<file path="src/rtl/imm_gen_pipe.sv">
// RV32I/RV64I decode-stage immediate generator with a 2-entry skid buffer; IMMGEN_ILLEGAL_EN flags bad opcodes.
// Latency 1 cycle from acceptance to out_valid; one instruction per cycle while out_ready is high.
// Back-pressure: in_ready is the registered complement of skid occupancy, so it never depends on out_ready.
module imm_gen_pipe #(
   parameter int XLEN = 64
) (
   input  logic            clk,
   input  logic            rst_n,
   input  logic            flush,
   input  logic            in_valid,
   output logic            in_ready,
   input  logic [31:0]     in_instr,
   input  logic [XLEN-1:0] in_pc,
   output logic            out_valid,
   input  logic            out_ready,
   output logic [31:0]     out_instr,
   output logic [XLEN-1:0] out_pc,
   output logic [XLEN-1:0] out_imm,
   output logic [2:0]      out_fmt,
   output logic            out_illegal
);

   localparam logic [2:0] FMT_R = 3'd0;
   localparam logic [2:0] FMT_I = 3'd1;
   localparam logic [2:0] FMT_S = 3'd2;
   localparam logic [2:0] FMT_B = 3'd3;
   localparam logic [2:0] FMT_U = 3'd4;
   localparam logic [2:0] FMT_J = 3'd5;
   localparam logic [2:0] FMT_Z = 3'd6;
`ifdef IMMGEN_ILLEGAL_EN
   localparam logic [2:0] FMT_BAD = 3'd7;
`else
   localparam logic [2:0] FMT_BAD = FMT_R;
`endif

   logic [6:0]      w_op;
   logic [2:0]      w_fmt;
   logic [31:0]     w_imm32;
   logic [XLEN-1:0] w_imm;
   logic            w_acc;
   logic            w_xfer;

   logic            r_main_vld;
   logic [31:0]     r_main_instr;
   logic [XLEN-1:0] r_main_pc;
   logic [XLEN-1:0] r_main_imm;
   logic [2:0]      r_main_fmt;

   logic            r_skid_vld;
   logic [31:0]     r_skid_instr;
   logic [XLEN-1:0] r_skid_pc;
   logic [XLEN-1:0] r_skid_imm;
   logic [2:0]      r_skid_fmt;

   assign w_op = in_instr[6:0];

   // Every legal opcode ends in 2'b11, so a full 7-bit match also rejects compressed encodings.
   always_comb begin
      w_fmt   = FMT_BAD;
      w_imm32 = 32'd0;
      case (w_op)
         7'b0000011, 7'b0001111, 7'b0010011, 7'b1100111: begin
            w_fmt   = FMT_I;
            w_imm32 = {{20{in_instr[31]}}, in_instr[31:20]};
         end
         7'b0011011: begin
            if (XLEN == 64) begin
               w_fmt   = FMT_I;
               w_imm32 = {{20{in_instr[31]}}, in_instr[31:20]};
            end
         end
         7'b0100011: begin
            w_fmt   = FMT_S;
            w_imm32 = {{20{in_instr[31]}}, in_instr[31:25], in_instr[11:7]};
         end
         7'b1100011: begin
            w_fmt   = FMT_B;
            w_imm32 = {{19{in_instr[31]}}, in_instr[31], in_instr[7],
                       in_instr[30:25], in_instr[11:8], 1'b0};
         end
         7'b0110111, 7'b0010111: begin
            w_fmt   = FMT_U;
            w_imm32 = {in_instr[31:12], 12'd0};
         end
         7'b1101111: begin
            w_fmt   = FMT_J;
            w_imm32 = {{11{in_instr[31]}}, in_instr[31], in_instr[19:12],
                       in_instr[20], in_instr[30:21], 1'b0};
         end
         7'b1110011: begin
            if (in_instr[14]) begin
               w_fmt   = FMT_Z;
               w_imm32 = {27'd0, in_instr[19:15]};
            end else begin
               w_fmt   = FMT_R;
            end
         end
         7'b0110011: w_fmt = FMT_R;
         7'b0111011: begin
            if (XLEN == 64) w_fmt = FMT_R;
         end
         default: ;
      endcase
   end

   // Z immediates are at most 5 bits, so sign extension of w_imm32 is also correct for them.
   assign w_imm = XLEN'($signed(w_imm32));

   assign in_ready = !r_skid_vld;
   assign w_acc    = in_valid && in_ready;
   assign w_xfer   = r_main_vld && out_ready;

   always_ff @(posedge clk or negedge rst_n) begin
      if (!rst_n) begin
         r_main_vld   <= 1'b0;
         r_main_instr <= '0;
         r_main_pc    <= '0;
         r_main_imm   <= '0;
         r_main_fmt   <= '0;
         r_skid_vld   <= 1'b0;
         r_skid_instr <= '0;
         r_skid_pc    <= '0;
         r_skid_imm   <= '0;
         r_skid_fmt   <= '0;
      end else if (flush) begin
         r_main_vld <= 1'b0;
         r_skid_vld <= 1'b0;
      end else if (!r_main_vld || w_xfer) begin
         if (r_skid_vld) begin
            r_main_vld   <= 1'b1;
            r_main_instr <= r_skid_instr;
            r_main_pc    <= r_skid_pc;
            r_main_imm   <= r_skid_imm;
            r_main_fmt   <= r_skid_fmt;
            r_skid_vld   <= 1'b0;
         end else begin
            r_main_vld <= w_acc;
            if (w_acc) begin
               r_main_instr <= in_instr;
               r_main_pc    <= in_pc;
               r_main_imm   <= w_imm;
               r_main_fmt   <= w_fmt;
            end
         end
      end else if (w_acc) begin
         r_skid_vld   <= 1'b1;
         r_skid_instr <= in_instr;
         r_skid_pc    <= in_pc;
         r_skid_imm   <= w_imm;
         r_skid_fmt   <= w_fmt;
      end
   end

   assign out_valid = r_main_vld;
   assign out_instr = r_main_instr;
   assign out_pc    = r_main_pc;
   assign out_imm   = r_main_imm;
   assign out_fmt   = r_main_fmt;
`ifdef IMMGEN_ILLEGAL_EN
   assign out_illegal = (r_main_fmt == 3'd7);
`else
   assign out_illegal = 1'b0;
`endif

endmodule

</file>
<file path="config.mk">
export PLATFORM = sky130hd
export DESIGN_NAME = imm_gen_pipe
export DESIGN_NICKNAME = d
export VERILOG_FILES = /design/src/rtl/imm_gen_pipe.sv
export SDC_FILE = /design/constraint.sdc
export NUM_CORES = 1
export LEC_CHECK = 0
export CORE_ASPECT_RATIO = 2
export CORE_MARGIN = 3
export CORE_UTILIZATION = 45
export CTS_CLUSTER_SIZE = 12
export DETAILED_ROUTE_END_ITERATION = 8
export GPL_TIMING_DRIVEN = 1
export PLACE_DENSITY = 0.76
export SLEW_MARGIN = 20
export SYNTH_ARGS = -nofsm -noshare
export SYNTH_HDL_FRONTEND = slang
export SYNTH_SLANG_ARGS = --single-unit
</file>
<file path="constraint.sdc">
create_clock -name clk -period 1.82 [get_ports clk]
set_clock_uncertainty 0.1 [all_clocks]
set_input_delay 0.273 -clock clk [delete_from_list [all_inputs] [get_ports clk]]
set_output_delay 0.273 -clock clk [all_outputs]
set_load 0.03 [all_outputs]
</file>
==> results.cfg <==
[detailed_routing]
met3WireLength_um = 1563
wirelength_um = 35830
wl_met2_um = 19520
top_layer = met4
num_vias = 10110
wl_met1_um = 12930
via_per_inst = 5.351
detail-route-antenna-nets = 0
dr.pass1.iters = 4
drt_iter0_markers = 823
wl_per_cell_um = 18.96
drc = 0

[global_route]
grt_max_degree = 97
grt_use_total = 0.2410
overflow = 0
grt_pass1_vias = 10140
grt_pass1_wl_um = 55170
antenna_found_initial = 2

[setup_path]
cp.arrival_ns = 2.28
critical_path_required_ns = 2.16
crit_path_max_fanout = 8
timing.critical_path.to = r_skid_imm[17]
r2r_slack_ns = -0.12
end_kind = register
crit_type = reg2reg
reg2reg_to = r_skid_imm[17]
reg2reg_depth = 7
critPathLaunchType = register
timing.rr.start = r_skid_vld
setup.worst_path.start = r_skid_vld

[placement]
pre_cts_slack_ns = -0.5425
gp_congestion = 0.8328
numPortBuffers = 265
hpwl_um = 23850

[timing]
max_clock_freq_ghz = 0.5154
rsz0062_at_grt = true
holdWs_ns = 0.1280
setup_viol = 109
final_max_slew_viol_count = 0
worst_slack_ns = -0.1202
finalWorstPathRequiredPeriod_ns = 1.940
fin_crit_sh = 1.066
final.setup.tns_ns = -7.212
hold_viol = 0

[cts]
cts.clk_slew.worst_paths_ns = 0.06
cts_tree = yes
cts.sinks = 264
root_buffer = clkbuf_16
clockBufferDepth = 3
clock_latency_ns = 0.53
cts_max_level = 1
numCtsBuffers = 26

[power_and_ir_drop]
swShare = 0.3157
power.internal_mw = 10.92
irDropWorstVdd_v = 0.0008215
seqPwrFrac = 0.468
clkPwrFrac = 0.299
comb_power_share = 0.232
cellPowerDensity_nw_per_um2 = 973.8
p_leak_nw = 7.659
switchingPower_mw = 5.039

[final_layout]
areaGrowthSynthToFinish_pct = 36.36
layout.nets = 1640
post-route-util = 0.6238
drive_gt1_frac = 0.1464

[synth]
synth.avg_cell_area_um2 = 9.531
synth-edff-count = 0
async_flop_share = 1.000
ys_warn_count = 0
synth_nets = 1362
syn_inst = 1261
seq_area_frac_synth = 0.5497
synthFlopType = dfrtp_1
ys_ff_latch = 264
synth_area_um2 = 12020
synth.distinct_cells = 53

[run_status]
outcome = finished with violations
violations = setup timing

[floorplan]
ios = 267
row_count = 84
die_x_um = 121.6
coreArea_um2 = 26280
die_area_um2 = 28820
die_y_um = 237.1
initial_core_util = 0.4574

[min_path]
holdCritPathClass = in2async

[run]
drv_cap = 0
==> how the worst min path moves through the flow <==
stage,slack (ns),start,to
3_3_place_gp,0.10,rst_n,out_pc[14]
2_1_floorplan,-0.12,rst_n,out_fmt[0]
4_1_cts,0.12,rst_n,out_pc[16]
3_5_place_dp,0.10,rst_n,out_pc[14]
6_report,0.13,rst_n,out_pc[14]
5_1_grt,0.15,rst_n,r_skid_pc[14]
==> metrics by stage <==
step                power (mW)  cell area, um^2  cells
floorplan                9.605            12030   1261
global placement         11.37            15230   1832
detailed placement       11.52            15230   1832
CTS                      16.06            16060   1877
global route             16.74            16390   1890
finish                   15.96            16390   1890
==> Yosys cell counts, types with 3 or more instances <==
master | instances | area (um^2)
o21ai_1 | 11 | 55.05
nor4_1 | 13 | 81.33
nand3_1 | 7 | 35.03
clkbuf_1 | 41 | 153.9
o21ai_0 | 104 | 520.5
nor2_1 | 31 | 116.4
or2_2 | 3 | 18.77
nor3_1 | 14 | 70.07
mux2i_1 | 100 | 1001
buf_4 | 40 | 300.3
a31oi_1 | 30 | 187.7
buf_2 | 32 | 160.2
a21oi_1 | 18 | 90.09
o21bai_1 | 12 | 90.09
dfrtp_1 | 264 | 6606
or3b_1 | 4 | 35.03
nand2b_1 | 12 | 75.07
nor2b_1 | 7 | 43.79
nand2_1 | 437 | 1640
a211oi_1 | 14 | 105.1
nor4b_1 | 7 | 61.31
o211ai_1 | 14 | 105.1
buf_6 | 9 | 101.4
==> power groups by stage <==
stage	Combinational, mW	Clock, mW	Sequential (mW)
floorplan	1.27	0	8.33
global placement	3.85	0	7.52
detailed placement	3.93	0	7.59
CTS	3.68	4.90	7.47
global route	4.03	5.11	7.59
finish	3.71	4.78	7.48
==> cells by family (layout without fill, tap and decap cells) <==
logic type | after synthesis | count (layout) | share of synthesized area
AOI/OAI and AO/OA | 217 | 217 | 0.1100
buffers and inverters | 124 | 407 | 0.06017
DFF | 264 | 264 | 0.5497
muxes | 100 | 100 | 0.08328
other | 1 | 3 | 0.0003120
and+or+nand+nor | 555 | 555 | 0.1965
==> critical path: stages, from the launching register on <==
cell	delay, ns
dfrtp_4	0.50
buf_6	0.13
or3b_4	0.39
nor2_4	0.18
buf_8	0.16
o2111ai_4	0.12
buf_6	0.17
o211ai_1	0.10
==> repair_timing <==
item                       in CTS  in global routing
cloned                          5                  4
resized for setup             151                 44
pin swaps                       2                 41
hold endpoints to repair      264                  0
hold buffers                    1                  0
setup endpoints to repair     217                191
buffers inserted                6                  8
==> cell usage in the layout, fill, tap and decap left out, types with 14 or more instances in the layout <==
cell type / instances
mux2i_1: 100
o21ai_0: 103
dfrtp_1: 262
a21oi_1: 18
nand2_1: 414
dlygate4sd2_1: 130
nor2_1: 26
clkdlybuf4s50_1: 97
clkbuf_16: 31
nand2_2: 16
buf_4: 101
buf_12: 23
nor3_1: 14
a31oi_1: 30
o211ai_1: 14
==> sequential cells by signal (all words and copies together) (netlist names) <==
register	flops
out_fmt	3
out_imm	32
out_instr	32
out_pc	64
out_valid	1
r_skid_fmt	3
r_skid_imm	32
r_skid_instr	32
r_skid_pc	64
r_skid_vld	1
==> routing by layer <==
layer,track usage,vias up
met4,0.1166,0
met5,0,-
met2,0.4408,329
met1,0.2751,4945
met3,0.02605,86
li1,-,4754
==> area by class of cell <==
| class | count | area (um^2) |
|---|---|---|
| diodes | 2 | 5.005 |
| clock buffers | 30 | 686.9 |
| clock inverters | 3 | 15.01 |
| fillers | 2271 | 9886 |
| inverters | 1 | 16.27 |
| multi-input cells | 873 | 4837 |
| flip-flops and latches | 264 | 6611 |
| well taps | 344 | 430.4 |
| repair buffers | 373 | 3787 |
(Power assumes the default switching activity.)
